## src/rtl/bird_launcher.sv

```systemverilog
// Slingshot front-end: turns aim/fire keys into one registered launch strobe
// with latched angle and power. Re-fire is blocked while a bird is in flight
// and for a cooldown period after the flight ends.
//
// Launch strobe protocol: shoot_bird_pulse is high for exactly one clk, the
// clk that follows the one in which key_fire was seen low during CHARGE.
// launch_angle and launch_power are valid in that clk and stay held through
// FLIGHT. There is no back-pressure; consumers must sample the strobe.
module bird_launcher #(
    parameter int unsigned ANGLE_MAX       = 8,
    parameter int unsigned ANGLE_DEFAULT   = 4,
    parameter int unsigned POWER_MAX       = 15,
    parameter int unsigned CHARGE_FRAMES   = 2,
    parameter int unsigned FLIGHT_TIMEOUT  = 240,
    parameter int unsigned COOLDOWN_FRAMES = 30
) (
    input  logic       clk,
    input  logic       resetN,
    input  logic       startOfFrame,
    input  logic       startGame,
    input  logic       newLevelPulse,
    input  logic [3:0] birdsLeft,
    input  logic       bird_active,
    input  logic       key_up,
    input  logic       key_down,
    input  logic       key_fire,
    output logic       shoot_bird_pulse,
    output logic [3:0] launch_angle,
    output logic [3:0] launch_power,
    output logic       charging,
    output logic [2:0] launcher_state
);

    typedef enum logic [2:0] {
        DISABLED = 3'd0,
        READY    = 3'd1,
        CHARGE   = 3'd2,
        FIRE     = 3'd3,
        FLIGHT   = 3'd4,
        COOLDOWN = 3'd5
    } state_t;

    localparam logic [3:0] ANGLE_MAX_L  = ANGLE_MAX[3:0];
    localparam logic [3:0] ANGLE_DEF_L  = ANGLE_DEFAULT[3:0];
    localparam logic [3:0] POWER_MAX_L  = POWER_MAX[3:0];
    localparam logic [7:0] CHARGE_LAST  = 8'(CHARGE_FRAMES - 1);
    localparam logic [7:0] FLIGHT_LAST  = 8'(FLIGHT_TIMEOUT - 1);
    localparam logic [7:0] COOL_LAST    = 8'(COOLDOWN_FRAMES - 1);

    state_t     state, state_nx;
    logic [3:0] angle_nx, power_nx;
    logic [7:0] cnt, cnt_nx;
    logic       seen, seen_nx;
    logic       fire_d;
    logic       fire_rise;

    // A new press is a rising edge; a fire still held from before needs a release first.
    assign fire_rise      = key_fire & ~fire_d;
    assign launcher_state = state;

    // Next-state, aim/charge arithmetic and frame counting, in priority order.
    always_comb begin
        state_nx = state;
        angle_nx = launch_angle;
        power_nx = launch_power;
        cnt_nx   = cnt;
        seen_nx  = seen;
        if (!startGame) begin
            state_nx = DISABLED;
            power_nx = 4'd0;
            cnt_nx   = 8'd0;
        end else if (newLevelPulse) begin
            state_nx = COOLDOWN;
            angle_nx = ANGLE_DEF_L;
            power_nx = 4'd0;
            cnt_nx   = 8'd0;
        end else begin
            case (state)
                DISABLED: begin
                    state_nx = READY;
                    angle_nx = ANGLE_DEF_L;
                    cnt_nx   = 8'd0;
                end
                READY: begin
                    if (startOfFrame) begin
                        if (key_up && !key_down && (launch_angle < ANGLE_MAX_L))
                            angle_nx = launch_angle + 4'd1;
                        else if (key_down && !key_up && (launch_angle != 4'd0))
                            angle_nx = launch_angle - 4'd1;
                    end
                    if (fire_rise && (birdsLeft != 4'd0)) begin
                        state_nx = CHARGE;
                        power_nx = 4'd1;
                        cnt_nx   = 8'd0;
                    end
                end
                CHARGE: begin
                    // Release wins over a power step landing in the same clk.
                    if (!key_fire) begin
                        state_nx = FIRE;
                        cnt_nx   = 8'd0;
                    end else if (startOfFrame) begin
                        if (cnt == CHARGE_LAST) begin
                            cnt_nx = 8'd0;
                            if (launch_power < POWER_MAX_L)
                                power_nx = launch_power + 4'd1;
                        end else begin
                            cnt_nx = cnt + 8'd1;
                        end
                    end
                end
                FIRE: begin
                    state_nx = FLIGHT;
                    cnt_nx   = 8'd0;
                    seen_nx  = 1'b0;
                end
                FLIGHT: begin
                    // Flight ends when the bird has appeared and vanished, or on timeout.
                    if (bird_active)
                        seen_nx = 1'b1;
                    if (startOfFrame) begin
                        if ((seen && !bird_active) || (cnt == FLIGHT_LAST)) begin
                            state_nx = COOLDOWN;
                            power_nx = 4'd0;
                            cnt_nx   = 8'd0;
                        end else begin
                            cnt_nx = cnt + 8'd1;
                        end
                    end
                end
                COOLDOWN: begin
                    if (startOfFrame) begin
                        if (cnt == COOL_LAST) begin
                            state_nx = READY;
                            cnt_nx   = 8'd0;
                        end else begin
                            cnt_nx = cnt + 8'd1;
                        end
                    end
                end
                default: begin
                    state_nx = DISABLED;
                    power_nx = 4'd0;
                    cnt_nx   = 8'd0;
                end
            endcase
        end
    end

    // State, datapath and registered outputs; strobe/charging follow the next state.
    always_ff @(posedge clk or negedge resetN) begin
        if (!resetN) begin
            state            <= DISABLED;
            launch_angle     <= ANGLE_DEF_L;
            launch_power     <= 4'd0;
            cnt              <= 8'd0;
            seen             <= 1'b0;
            fire_d           <= 1'b0;
            shoot_bird_pulse <= 1'b0;
            charging         <= 1'b0;
        end else begin
            state            <= state_nx;
            launch_angle     <= angle_nx;
            launch_power     <= power_nx;
            cnt              <= cnt_nx;
            seen             <= seen_nx;
            fire_d           <= key_fire;
            shoot_bird_pulse <= (state_nx == FIRE);
            charging         <= (state_nx == CHARGE);
        end
    end

endmodule

```

## config.mk

```make
export PLATFORM = sky130hd
export DESIGN_NAME = bird_launcher
export DESIGN_NICKNAME = d
export VERILOG_FILES = /design/src/rtl/bird_launcher.sv
export SDC_FILE = /design/constraint.sdc
export NUM_CORES = 1
export LEC_CHECK = 0
export ABC_AREA = 1
export CAP_MARGIN = 20
export CORE_ASPECT_RATIO = 1.4
export CORE_MARGIN = 10
export CORE_UTILIZATION = 48
export DETAILED_ROUTE_END_ITERATION = 6
export PLACE_DENSITY = 0.77
export SYNTH_ARGS = -nofsm -noshare
export SYNTH_HDL_FRONTEND = slang
export SYNTH_SLANG_ARGS = --single-unit
```

## constraint.sdc

```tcl
create_clock -name clk -period 1.39 [get_ports clk]
set_input_delay 0.278 -clock clk [delete_from_list [all_inputs] [get_ports clk]]
set_output_delay 0.278 -clock clk [all_outputs]
set_load 0.005 [all_outputs]
```

# After elaboration in Yosys (flattened, before gate mapping)
# Cells that the tools add are included.
# Widths: inputs -> output; s select.
word_totals:
  latchBits: 0
  input_bits: 13
  mem_bits_ro: 0
  mem_count: 0
  out_inout_bits: 13
  regBits: 23
  mem_bits_rw: 0
op_classes:
  n_mux: 37
  n_bitwise: 3
  eq_ne: 23
  addsub: 4
  n_shift: 0
  n_lt_le_gt_ge: 2
  reduce_logical: 20
  mul: 0
  div: 0
op_table:
  columns: ["operator", "count"]
  rows:
  - ["$mux 8", 10]
  - ["$mux 4", 13]
  - ["$ne 4x4->1 const B", 9]
  - ["$pmux 8 s4", 1]
  - ["$mux 3", 8]
  - ["$pmux 3 s6", 1]
  - ["$pmux 4 s4", 1]
  - ["$eq 3x2->1 const B", 4]
  - ["$reduce_and 4->1", 3]
  - ["$add 4x1->4 const B", 2]
  - ["$add 8x1->8 const B", 1]
  - ["$eq 8x1->1 const B", 1]
  - ["$eq 8x5->1 const B", 1]
  - ["$eq 8x8->1 const B", 1]
  - ["$lt 4x4->1 const B", 2]
  - ["$pmux 4 s2", 1]
  - ["$reduce_and 8->1", 1]
  - ["$reduce_bool 4->1", 2]
  - ["$eq 3x3->1 const B", 2]
  - ["$logic_and 1x1->1", 6]
  - ["$ne 5x5->1 const B", 1]
  - ["$sub 4x1->4 const B", 1]
  - ["$eq 3x1->1 const B", 1]
  - ["$logic_not 1->1", 3]
  - ["other kinds (12)", 13]

# Logic depth before layout (Yosys ltp)
logic_depth:
  ltp_word: 9
  depth_mapped: 12
  ltp_nobuf: 11

# Least setup slack after synthesis
# No wires, ideal clock.
synth_path:
  kind: "register to register"
  startpoint: "reg launch_angle[3]"
  endpoint: "reg launch_angle[3]"
  required_time_ns: 1.272
  setup_slack_ns: -0.106
  n_path_buf: 0
  path_stages_with_launch: 9
  arrival_time_ns: 1.378
  synth_period_minus_slack_ns: 1.496
  path_cell_list: "dfrtp_1 > inv_1 > nand3_1 > ha_1 > a21oi_1 > nand2_1 > xor2_1 > nand4_1 > nand2_1"
synth_between:
  elab_chain_len: 6
  word_cells_on_any_way: 13
  classes_between: "add/sub: 2; order compare: 1; eq/ne: 1; mux: 5; reduce/logical: 4"
synth_lines:
  columns: ["item", "line_no", "rtl"]
  rows:
  - ["from (decl)", "28", "output logic [3:0] launch_angle,"]
  - ["from (signal assigned)", "163", "launch_angle <= angle_nx;"]
  - ["$sub 4x1->4 / $lt 4x4->1 (equally long branches)", "89, 86", null]
  - ["$mux 4 / $logic_and 1x1->1 (equally long branches)", "88, 86", null]
  - ["$mux 4", "86", "if (key_up && !key_down && (launch_angle < ANGLE_MAX_L))"]
  - ["$mux 4", "85", "if (startOfFrame) begin"]
  - ["$pmux 4 s2", "78", "case (state)"]
  - ["$mux 4", "72", "end else if (newLevelPulse) begin"]
# Several ways; a longest one is shown, not always the timed one. The select of a mux whose other input is x is not followed.
# A chain may end at the register's enable or synchronous reset.

# Worst setup path after layout
layout_path:
  startpoint: "reg cnt[3]"
  endpoint: "reg launch_power[2]"
layout_between:
  elab_chain_len: 4
  word_cells_on_any_way: 6
  classes_between: "eq/ne: 4; reduce/logical: 2"
layout_lines:
  columns: ["item", "line_no", "rtl"]
  rows:
  - ["from (decl)", "52", "logic [7:0] cnt, cnt_nx;"]
  - ["from (signal assigned)", "165", "cnt <= cnt_nx;"]
  - ["$eq 8x8->1", "122", "if ((seen && !bird_active) || (cnt == FLIGHT_LAST)) begin"]
  - ["$logic_or 1x1->1", "122", null]
  - ["$ne 4x4->1 (no source line)", null, null]
  - ["$reduce_and 8->1 (no source line) (*)", null, null]
  - ["to (signal assigned)", "164", "launch_power <= power_nx;"]
  - ["to (decl)", "29", "output logic [3:0] launch_power,"]
# Mark *: on every way between the ends. The rest lies on a longest branch, timed or not.

==> metrics.txt <==
reg-to-reg setup timing slack -0.42 ns; Critical Path AT 1.99 ns; r2r endpoint launch_power[2]; io pins 26; drt first-iter violations around 470; clock root buffer clkbuf_8; # placed instances 363; cell family with most CP delay simple AND/OR/NAND/NOR gates; outcome complete, but fails checks; dpl hpwl 3.57 mm; skew final 0.00179 ns; pre-CTS setup slack -0.465 ns; Combinational Power Share 41.7%; filler cell count 85; Max Root-Sink Buffers 2; final period utilization 130%; slew margin rel. 69.5%; Overflow after GRT 0; Cell variety after synth 27; slowest CP cell dfrtp_1; H-Tree Depth 1; post-synth net total approximately 270; Register-to-Register Path Depth 10; Net Sw Power about 780 µW; DIE WIDTH 69.1 µm; WL final between 9 and 10 mm; Initial DRT Pass Iterations 5; leak pwr about 1.6 nW; Hold WS roughly 0.23 ns; chip height 88.8 µm; register area share after synthesis between 30% and 40%; largest net degree at the start of global routing 13; Synth area leader dfrtp_1; switching share of power 37.6%; Vias/cell 6.44; Area contributors post-synth dfrtp_1, nand2_1, nand3_1, inv_1, nor2_1; CTS Hold Buffers Added 0; CTS sink count 23; final std cells w/o fill 395; Worst Tran Pin Value between 0.4 and 0.5 ns; RSZ-0062 raised after global routing yes; register share of total power 35.6%; GP Congestion ~0.9; global-route wire length before repair 10.7 mm; final hold violations 0; drc violations 0; Post-Route Setup TNS -6.00 ns; Post-Place Cell Area 0.00234 mm²; post-synthesis cell area 0.00162 mm²; CP Launch Type flip-flop; share of post-route cells with drive strength above 1 between 50% and 60%; PnR worst setup slack -0.418 ns; failing checks negative setup slack; core area 0.00318 mm²; vias in the first global route 2326; Starting Density 50.9%; fmax 553 MHz; final instance area 0.00305 mm²; max-slew violations 0; origin of the critical flop-to-flop path cnt[3]; ANT cells 0; Seq cells post-synth 23; CTS clk-pin slew, worst paths 0.09 ns; final setup vio count 20; initial antenna violation count 0; Buf/Inv on CP 1; Min-Delay Path Class in -> async; Syn Area/Cell between 6 and 7 µm²; Rows 24; aggregate global-route resource usage 21.1%; Pwr Density 680 mW/mm²; Worst Path Max Fanout 4; CTS buffer count 3; Synth-to-Final Area Change 87.8%; Clk network pwr share about 23%; nets@finish 376; critical path required time 1.57 ns; CP most frequent cell nand2_2; Die ar. 0.00614 mm²; cell count after synthesis 247; Routed Antenna Nets 0; total power 2.07 mW; WL/cell about 24 µm; Ys Warns 0; Setup Crit Path Kind reg -> reg; # port buffers 25; Peak VDD IR 0.000787 V; clock latency on the worst-skew pair approximately 0.28 ns; Final Util 95.7%; CP Cell Sequence inv_1, nand2_1, nor2_1, nand2_2, nand3_2, nand2_2, nor2_4, nand2_2, nand2_2, nand2_1; TritonCTS clock tree done; area share of the largest cell type after synthesis 34.0%; Max-cap violations 0; DR vias 2543; critical path capture point type flip-flop; Internal 1.29 mW; CP max stage delay roughly 0.4 ns; post-route minimum period 1.81 ns
## worst reg2reg max path, stage by stage (launching register included)
cell     delay (ns)
dfrtp_1        0.41
inv_1          0.21
nand2_1        0.16
nor2_1         0.20
nand2_2        0.11
nand3_2        0.09
nand2_2        0.08
nor2_4         0.18
nand2_2        0.13
nand2_2        0.10
nand2_1        0.05
## layer usage
layer,GRT usage (%),up-vias,wire length [µm]
met5,0,-,0
met3,4.04,85,957
met1,20.7,1173,3200
met4,14.7,0,746
li1,-,1000,-
met2,39.3,285,4660
## what timing repair did
action / 4_1_cts / 5_1_grt
pin swaps: 31 / 28
setup buffers: 23 / 8
hold endpoints to repair: 0 / 0
resized for setup: 84 / 64
setup endpoints to repair: 26 / 24
## synth_stat cells
cell       n
nand2_1   82
nand3_1   32
inv_1     31
nor2_1    26
dfrtp_1   22
a21oi_1    7
inv_2      6
ha_1       5
nand4_1    5
nor2_2     5
nor3_1     5
nand2_2    3
o21ai_0    3
xor2_1     2
a211oi_1   1
a31oi_1    1
and3_1     1
buf_2      1
buf_6      1
dfstp_2    1
fa_1       1
nand2_4    1
nand3_2    1
nor4_1     1
o21ai_1    1
o22ai_1    1
xnor2_1    1
## cell usage in the layout (no fill, tap or decap), types with 5 or more instances in the layout
master / count
buf_4: 69
buf_6: 14
clkdlybuf4s50_1: 7
dfrtp_1: 20
dlygate4sd2_1: 11
inv_1: 25
inv_2: 5
inv_4: 6
nand2_1: 51
nand2_2: 25
nand2_4: 9
nand3_1: 13
nand3_2: 14
nand3_4: 6
nand4_1: 5
nor2_1: 18
nor2_4: 11
## power by group through the flow
stage	Clock (mW)	Sequential (mW)	Combinational, mW
after detailed placement	0	0.749	0.495
after CTS	0.435	0.730	0.635
after global placement	0	0.748	0.484
final	0.470	0.738	0.864
after global routing	0.481	0.739	0.896
after floorplan	0	0.750	0.236
## how the worst max path moves through the flow
stage / endpoint / cells after the start / from
5_1_grt: launch_power[2] / 10 / cnt[3]
6_report: launch_power[2] / 10 / cnt[3]
3_3_place_gp: launch_angle[1] / 7 / key_up
2_1_floorplan: launch_angle[1] / 7 / launch_angle[3]
3_5_place_dp: launch_angle[1] / 7 / key_up
4_1_cts: cnt[3] / 12 / launcher_state[1]
## cell type report
type / count / area [µm²] / share of cell area [%]
multi-input cells: 185 / 1290 / 42.5
inverters: 37 / 161 / 5.30
flip-flops and latches: 23 / 579 / 19.0
well taps: 39 / 48.8 / 1.60
clock buffers: 4 / 45.0 / 1.48
repair buffers: 107 / 917 / 30.1
## registers in the layout (all words and copies together), names as in the netlist
signal	cells
launch_power	4
cnt	8
fire_d	1
seen	1
charging	1
launch_angle	4
launcher_state	3
shoot_bird_pulse	1
## cells by family after synthesis
group,share of synthesized area [%]
AO/OA/AOI/OAI,4.63
XOR/XNOR,1.62
adder cells (fa/ha/maj),5.09
buffers and inverters,9.57
flip-flops,35.6
AND/OR/NAND/NOR,43.5
Power figures use the tool's default switching activity.
